### config.mk
export PLATFORM = sky130hd
export DESIGN_NAME = branch_sequencer
export DESIGN_NICKNAME = d
export VERILOG_FILES = /design/src/rtl/cpu6502_pkg.sv /design/src/rtl/branch_offset_adder.sv /design/src/rtl/branch_sequencer.sv
export SDC_FILE = /design/constraint.sdc
export NUM_CORES = 1
export LEC_CHECK = 0
export BUFFER_PORTS_ARGS = -buffer_cell sky130_fd_sc_hd__buf_2
export CELL_PAD_IN_SITES_DETAIL_PLACEMENT = 1
export CELL_PAD_IN_SITES_GLOBAL_PLACEMENT = 1
export CORE_MARGIN = 8
export CORE_UTILIZATION = 27
export CTS_CLUSTER_SIZE = 20
export DETAILED_ROUTE_END_ITERATION = 10
export PLACE_DENSITY = 0.64
export SLEW_MARGIN = 30
export SYNTH_ARGS = -nofsm -noshare
export SYNTH_HDL_FRONTEND = slang
export SYNTH_SLANG_ARGS = --single-unit
### constraint.sdc
create_clock -name clk -period 7.1 [get_ports clk]
set_clock_uncertainty 0.05 [all_clocks]
set_input_delay 0.355 -clock clk [delete_from_list [all_inputs] [get_ports clk]]
set_output_delay 0.355 -clock clk [all_outputs]
set_load 0.01 [all_outputs]
### src/rtl/cpu6502_pkg.sv
// Shared 6502 definitions: branch sequencer states, branch opcodes,
// status-register bit positions and branch decode helpers.
package cpu6502_pkg;

    typedef enum logic [2:0] {
        ST_IDLE  = 3'd0,
        ST_FETCH = 3'd1,
        ST_EVAL  = 3'd2,
        ST_TAKEN = 3'd3,
        ST_FIXUP = 3'd4,
        ST_DONE  = 3'd5
    } branch_seq_state_t;

    localparam logic [7:0] OP_BPL = 8'h10;
    localparam logic [7:0] OP_BMI = 8'h30;
    localparam logic [7:0] OP_BVC = 8'h50;
    localparam logic [7:0] OP_BVS = 8'h70;
    localparam logic [7:0] OP_BCC = 8'h90;
    localparam logic [7:0] OP_BCS = 8'hB0;
    localparam logic [7:0] OP_BNE = 8'hD0;
    localparam logic [7:0] OP_BEQ = 8'hF0;

    localparam int P_N = 7;
    localparam int P_V = 6;
    localparam int P_Z = 1;
    localparam int P_C = 0;

    // Relative branches are exactly the opcodes with low nibble 0 and bit 4 set.
    function automatic logic is_branch(input logic [7:0] op);
        return (op[4:0] == 5'b10000);
    endfunction

    // Condition of a branch opcode against the full P register.
    function automatic logic branch_taken(input logic [7:0] op, input logic [7:0] p);
        logic result;
        result = 1'b0;
        case (op)
            OP_BPL:  result = ~p[P_N];
            OP_BMI:  result =  p[P_N];
            OP_BVC:  result = ~p[P_V];
            OP_BVS:  result =  p[P_V];
            OP_BCC:  result = ~p[P_C];
            OP_BCS:  result =  p[P_C];
            OP_BNE:  result = ~p[P_Z];
            OP_BEQ:  result =  p[P_Z];
            default: result = 1'b0;
        endcase
        return result;
    endfunction

endpackage

### src/rtl/branch_offset_adder.sv
// Branch-target adder: next_pc plus sign-extended offset, with page-cross flag.
module branch_offset_adder (
    input  logic [15:0] next_pc_i,
    input  logic [7:0]  offset_i,
    output logic [15:0] target_o,
    output logic        page_cross_o
);

    // Target wraps modulo 2^16; a page cross is any change of the high byte.
    always_comb begin
        target_o     = next_pc_i + {{8{offset_i[7]}}, offset_i};
        page_cross_o = (next_pc_i[15:8] != target_o[15:8]);
    end

endmodule

### src/rtl/branch_sequencer.sv
// Multi-cycle 6502 relative-branch controller: fetches the offset byte,
// evaluates the condition and charges the taken / page-cross penalty cycles.
// Memory port: mem_req is a level held for the whole FETCH residency with
// mem_addr stable; a read completes on the first cycle mem_req && mem_ready,
// and mem_rdata is only looked at on that cycle.
module branch_sequencer
    import cpu6502_pkg::*;
#(
    parameter int unsigned TIMEOUT = 8
) (
    input  logic        clk,
    input  logic        rst_n,
    input  logic        start,
    input  logic [7:0]  opcode,
    input  logic [15:0] pc,
    input  logic [7:0]  status_reg,
    output logic        busy,
    output logic        mem_req,
    output logic [15:0] mem_addr,
    input  logic        mem_ready,
    input  logic [7:0]  mem_rdata,
    output logic [15:0] pc_out,
    output logic        pc_valid,
    output logic        taken,
    output logic        page_crossed,
    output logic [2:0]  cycle_count,
    output logic        illegal,
    output logic        timeout
);

    // Last wait-count value before the fetch is abandoned.
    localparam logic [7:0] WAIT_LAST = 8'(TIMEOUT - 1);

    branch_seq_state_t state_q, state_d;

    logic [7:0]  op_q, op_d;
    logic [7:0]  status_q, status_d;
    logic [15:0] pc_q, pc_d;
    logic [15:0] addr_q, addr_d;
    logic [7:0]  offset_q, offset_d;
    logic [7:0]  wait_q, wait_d;

    logic [15:0] pc_out_q, pc_out_d;
    logic        taken_q, taken_d;
    logic        cross_q, cross_d;
    logic [2:0]  cc_q, cc_d;
    logic        illegal_q, illegal_d;
    logic        timeout_q, timeout_d;

    logic [15:0] next_pc;
    logic [15:0] target;
    logic        page_cross;
    logic        cond;

    assign next_pc = pc_q + 16'd2;
    assign cond    = branch_taken(op_q, status_q);

    branch_offset_adder u_adder (
        .next_pc_i    (next_pc),
        .offset_i     (offset_q),
        .target_o     (target),
        .page_cross_o (page_cross)
    );

    // Next-state and next-result logic; every register holds by default.
    always_comb begin
        state_d   = state_q;
        op_d      = op_q;
        status_d  = status_q;
        pc_d      = pc_q;
        addr_d    = addr_q;
        offset_d  = offset_q;
        wait_d    = wait_q;
        pc_out_d  = pc_out_q;
        taken_d   = taken_q;
        cross_d   = cross_q;
        cc_d      = cc_q;
        illegal_d = illegal_q;
        timeout_d = timeout_q;

        case (state_q)
            ST_IDLE: begin
                wait_d = 8'd0;
                if (start) begin
                    if (is_branch(opcode)) begin
                        op_d     = opcode;
                        status_d = status_reg;
                        pc_d     = pc;
                        addr_d   = pc + 16'd1;
                        state_d  = ST_FETCH;
                    end else begin
                        // Not ours: report straight away without touching memory.
                        pc_out_d  = pc;
                        taken_d   = 1'b0;
                        cross_d   = 1'b0;
                        cc_d      = 3'd0;
                        illegal_d = 1'b1;
                        timeout_d = 1'b0;
                        state_d   = ST_DONE;
                    end
                end
            end
            ST_FETCH: begin
                if (mem_ready) begin
                    offset_d = mem_rdata;
                    state_d  = ST_EVAL;
                end else if (wait_q == WAIT_LAST) begin
                    // Give up on the offset and fall through to the next instruction.
                    pc_out_d  = next_pc;
                    taken_d   = 1'b0;
                    cross_d   = 1'b0;
                    cc_d      = 3'd0;
                    illegal_d = 1'b0;
                    timeout_d = 1'b1;
                    state_d   = ST_DONE;
                end else begin
                    wait_d = wait_q + 8'd1;
                end
            end
            ST_EVAL: begin
                taken_d   = cond;
                cross_d   = cond & page_cross;
                illegal_d = 1'b0;
                timeout_d = 1'b0;
                if (cond) begin
                    state_d = ST_TAKEN;
                end else begin
                    pc_out_d = next_pc;
                    cc_d     = 3'd2;
                    state_d  = ST_DONE;
                end
            end
            ST_TAKEN: begin
                pc_out_d = target;
                if (page_cross) begin
                    state_d = ST_FIXUP;
                end else begin
                    cc_d    = 3'd3;
                    state_d = ST_DONE;
                end
            end
            ST_FIXUP: begin
                cc_d    = 3'd4;
                state_d = ST_DONE;
            end
            ST_DONE: begin
                state_d = ST_IDLE;
            end
            default: begin
                state_d = ST_IDLE;
            end
        endcase
    end

    // State, latched request and result registers; reset drops any pending fetch.
    always_ff @(posedge clk or negedge rst_n) begin
        if (!rst_n) begin
            state_q   <= ST_IDLE;
            op_q      <= 8'h00;
            status_q  <= 8'h00;
            pc_q      <= 16'h0000;
            addr_q    <= 16'h0000;
            offset_q  <= 8'h00;
            wait_q    <= 8'd0;
            pc_out_q  <= 16'h0000;
            taken_q   <= 1'b0;
            cross_q   <= 1'b0;
            cc_q      <= 3'd0;
            illegal_q <= 1'b0;
            timeout_q <= 1'b0;
        end else begin
            state_q   <= state_d;
            op_q      <= op_d;
            status_q  <= status_d;
            pc_q      <= pc_d;
            addr_q    <= addr_d;
            offset_q  <= offset_d;
            wait_q    <= wait_d;
            pc_out_q  <= pc_out_d;
            taken_q   <= taken_d;
            cross_q   <= cross_d;
            cc_q      <= cc_d;
            illegal_q <= illegal_d;
            timeout_q <= timeout_d;
        end
    end

    assign busy         = (state_q != ST_IDLE);
    assign mem_req      = (state_q == ST_FETCH);
    assign pc_valid     = (state_q == ST_DONE);
    assign mem_addr     = addr_q;
    assign pc_out       = pc_out_q;
    assign taken        = taken_q;
    assign page_crossed = cross_q;
    assign cycle_count  = cc_q;
    assign illegal      = illegal_q;
    assign timeout      = timeout_q;

endmodule

==> summary.md <==
| Metric | Value |
|---|---|
| Status | `complete, no violations` |
| Synth Area in Adders | `4.91%` |
| CP peak stage delay | `0.62 ns` |
| Vias in the first global route | `4582` |
| Antenna violations before repair | `0` |
| Final core occ | `32.2%` |
| Initial DRC count | `113` |
| Syn nets | `603` |
| Leading register cell type out of synthesis | `dfrtp_1` |
| Min-delay worst type | `in2reg` |
| Final hold viol count | `0` |
| Die height | `around 160 microns` |
| Synthesized cell area | `between 0.005 and 0.006 sq mm` |
| Clk sink count | `86` |
| Worst Path Max Fanout | `10` |
| Cts hold-fix bufs | `1` |
| Crit-path cells | `and3_1, and2_4, nand3_1, xor2_1, inv_1, ha_1, nand3_1, a2111oi_1, o21ai_0, a21oi_1, o2111ai_2, nor4_4, o221a_1` |
| Leak | `2.89 nW` |
| Start point of the critical path | `pc_q[3]$_DFFE_PN0P_` |
| RSZ-0062 raised after global routing | `false` |
| CP dominant cell by count | `nand3_1` |
| Syn-to-layout area delta | `18.4%` |
| Post-Syn Instances | `around 540` |
| Largest net degree at the start of global routing | `61` |
| Slew @ Worst Pin | `0.800 ns` |
| CTS tree | `done` |
| Port bufs | `81` |
| Ys Warns | `0` |
| Site Rows | `slightly above 50` |
| Number of synthesized register bits | `86` |
| Worst Path Buf+Inv | `1` |
| Fmax | `234 MHz` |
| Drt pass-1 iters | `5` |
| Maxcap violations | `0` |
| Worst Setup End Kind | `flip-flop` |
| Async S/R FF share, synth | `100%` |
| Slew Limit Headroom | `46.3%` |
| Comb power frac | `48.1%` |
| R2R Path End | `state_q[0]$_DFFE_PN0P_` |
| Setup violators final | `0` |
| Vias | `4301` |
| Crit-path slowest cell | `a2111oi_1` |
| Post-Synth XOR/XNOR Area | `around a tenth` |
| Io pins | `86` |
| CP Depth | `13` |
| Cell variety after synth | `approximately 70` |
| Sequential share of the synthesized area | `approximately two fifths` |
| CP required | `between 7 and 8 ns` |
| Initial Util | `between 20% and 30%` |
| Root Buffer | `clkbuf_16` |
| Net Sw Frac | `41.8%` |
| Fin Setup TNS | `0 ns` |
| DP Wirelength | `12000 microns` |
| Setup crit end | `state_q[0]$_DFFE_PN0P_` |
| Post-CTS setup buffer count | `0` |
| H-tree levels | `3` |
| Reg-to-Reg Start | `pc_q[3]$_DFFE_PN0P_` |
| CP arrival | `4.49 ns` |
| Vias/cell | `4.89` |
| Final slew viol count | `0` |
| Tcrit/Tclk final | `60.1%` |
| Setup crit start kind | `flip-flop` |
| Post-CTS sizing | `0` |
| Final worst path period need | `4.27 ns` |
| Yosys top cell area share | `41.0%` |
| Die area | `0.0242 sq mm` |
| Syn_area_per_cell | `slightly below 10 sq um` |
| Worst VDD drop | `180 uV` |
| DRT Wirelength | `~15000 microns` |
| Simple-Gate Fraction of Synth Area | `between 10% and 20%` |
| Gp weighted congestion | `a little over 0.8` |
| Multiplexer share of the synthesized area | `8.06%` |
| Worst R2R Path Depth | `13` |
| DRC Markers | `0` |
| Clock Latency Late Sink | `about 0.35 ns` |
| Bufs on Longest Clock Path | `2` |
| Total grt overflow | `0` |
| Yosys top cell by area | `dfrtp_1` |
| ANT nets after route | `0` |
| Family with the most delay on the worst path | `compound AO/OA/AOI/OAI gates` |
| WL/cell | `roughly 17 microns` |
| Clk pwr share | `18.9%` |
| P_int | `1.41 mW` |
| Number of synthesized flops with an enable pin | `0` |
| Power per Cell Area | `about 400 mW/mm^2` |
| Synth Area in Compound Gates | `between 15 and 20%` |
| WS Path Type | `reg2reg` |
| NetSw | `1.01 mW` |
| Share of layout cells above drive strength 1 | `approximately a quarter` |
| Core Area | `slightly below 0.02 sq mm` |
| R2R setup slack | `~2.8 ns` |
| Reg power frac | `33.0%` |
| Gr usage total | `13.0%` |
| Layout net count | `676` |
| CTS Buf Count | `9` |
| Worst-path clk slew | `0.06 ns` |
| Largest family of logic cells by synthesized area | `simple AND/OR/NAND/NOR gates` |
| First-pass GRT wire length | `25000 microns` |
| Chip width | `155 microns` |
| Synth area leaders | `dfrtp_1, mux2_2, o21ai_0` |
| N_diodes | `0` |
power by group through the flow:
stage	combinational (mW)	sequential (mW)	clock (mW)
3_5_place_dp	1.17	0.807	0
3_3_place_gp	1.14	0.799	0
2_1_floorplan	0.838	0.766	0
5_1_grt	1.30	0.826	0.487
6_report	1.16	0.798	0.457
4_1_cts	1.18	0.799	0.477
sequential cells by signal (all words and copies together) (netlist names):
signal        cells
mem_addr         16
timeout           1
wait_q            8
pc_out           16
taken             1
offset_q          8
illegal           1
status_q          4
cycle_count       3
state_q           3
op_q              8
page_crossed      1
pc_q             16
layer usage:
layer,up-vias,share of wire (%),track usage [%]
li1,2075,-,-
met2,73,49,22.0
met1,2139,45,16.5
met4,0,1.0,3.33
met3,14,4.7,2.88
met5,-,0,0
cell type report:
type                            count  area (sq um)
Tap cell                          265           332
Multi-Input combinational cell    416          2960
Clock inverter                      4          50.0
Timing Repair Buffer               85           440
Sequential cell                    86          2150
Clock buffer                       10           229
Fill cell                        2273         13100
Inverter                           14          52.6
metrics by stage:
| stage | area, sq um | hold WS (ns) | cells | power [mW] | worst slack (ns) |
|---|---|---|---|---|---|
| 2_1_floorplan | 5250 | 0.00941 | 539 | 1.60 | 3.56 |
| 3_3_place_gp | 5920 | 0.298 | 865 | 1.94 | 2.98 |
| 3_5_place_dp | 5920 | 0.308 | 865 | 1.98 | 2.87 |
| 4_1_cts | 6210 | 0.170 | 880 | 2.46 | 2.87 |
| 5_1_grt | 6210 | 0.184 | 880 | 2.62 | 2.55 |
| 6_report | 6210 | 0.184 | 880 | 2.42 | 2.83 |
worst min path at each step:
stage / startpoint / end / slack, ns / depth (start not counted)
3_5_place_dp: rst_n / status_q[0]$_DFFE_PN0P_ / 0.31 / 1
2_1_floorplan: rst_n / cycle_count[0]$_DFFE_PN0P_ / 0.009 / 0
3_3_place_gp: rst_n / status_q[1]$_DFFE_PN0P_ / 0.30 / 1
4_1_cts: mem_rdata[4] / offset_q[4]$_DFFE_PN0P_ / 0.17 / 2
5_1_grt: opcode[6] / op_q[6]$_DFFE_PN0P_ / 0.18 / 2
6_report: mem_rdata[4] / offset_q[4]$_DFFE_PN0P_ / 0.18 / 2
kinds of logic after synthesis:
kind of cell	Yosys count
xor gates and xnor gates	53
AOI/OAI and AO/OA	126
DFF	86
and+or+nand+nor	180
adders and majority gates	20
buffers and inverters	37
muxes	37
cells in the mapped netlist (3+ instances only):
cell / instances
a22oi_1: 3
nand4_1: 7
nor2b_1: 6
mux2_2: 32
mux2i_1: 4
a311oi_1: 3
xnor2_1: 25
inv_1: 13
o22ai_1: 5
nor2_1: 28
a222oi_1: 3
a211oi_1: 3
and3_1: 13
ha_1: 19
xor2_1: 22
o21a_1: 7
a31oi_1: 4
nand2_1: 58
dfrtp_1: 86
nor3_1: 6
a21oi_1: 21
buf_2: 3
nand2b_1: 7
and2_1: 10
a21o_1: 5
clkbuf_1: 14
nand3_1: 25
o21ai_0: 50
buf_1: 5
cells in the final DEF (no fill, tap or decap), types with 9 or more instances in the layout:
| cell type | count |
|---|---|
| dfrtp_1 | 85 |
| buf_2 | 80 |
| nand2_1 | 58 |
| o21ai_0 | 50 |
| mux2_2 | 32 |
| nor2_1 | 28 |
| xnor2_1 | 25 |
| nand3_1 | 23 |
| xor2_1 | 22 |
| a21oi_1 | 21 |
| ha_1 | 19 |
| and3_1 | 13 |
| inv_1 | 13 |
| and2_1 | 10 |
| clkbuf_16 | 9 |
No activity file was read; power rests on OpenSTA's default activity.
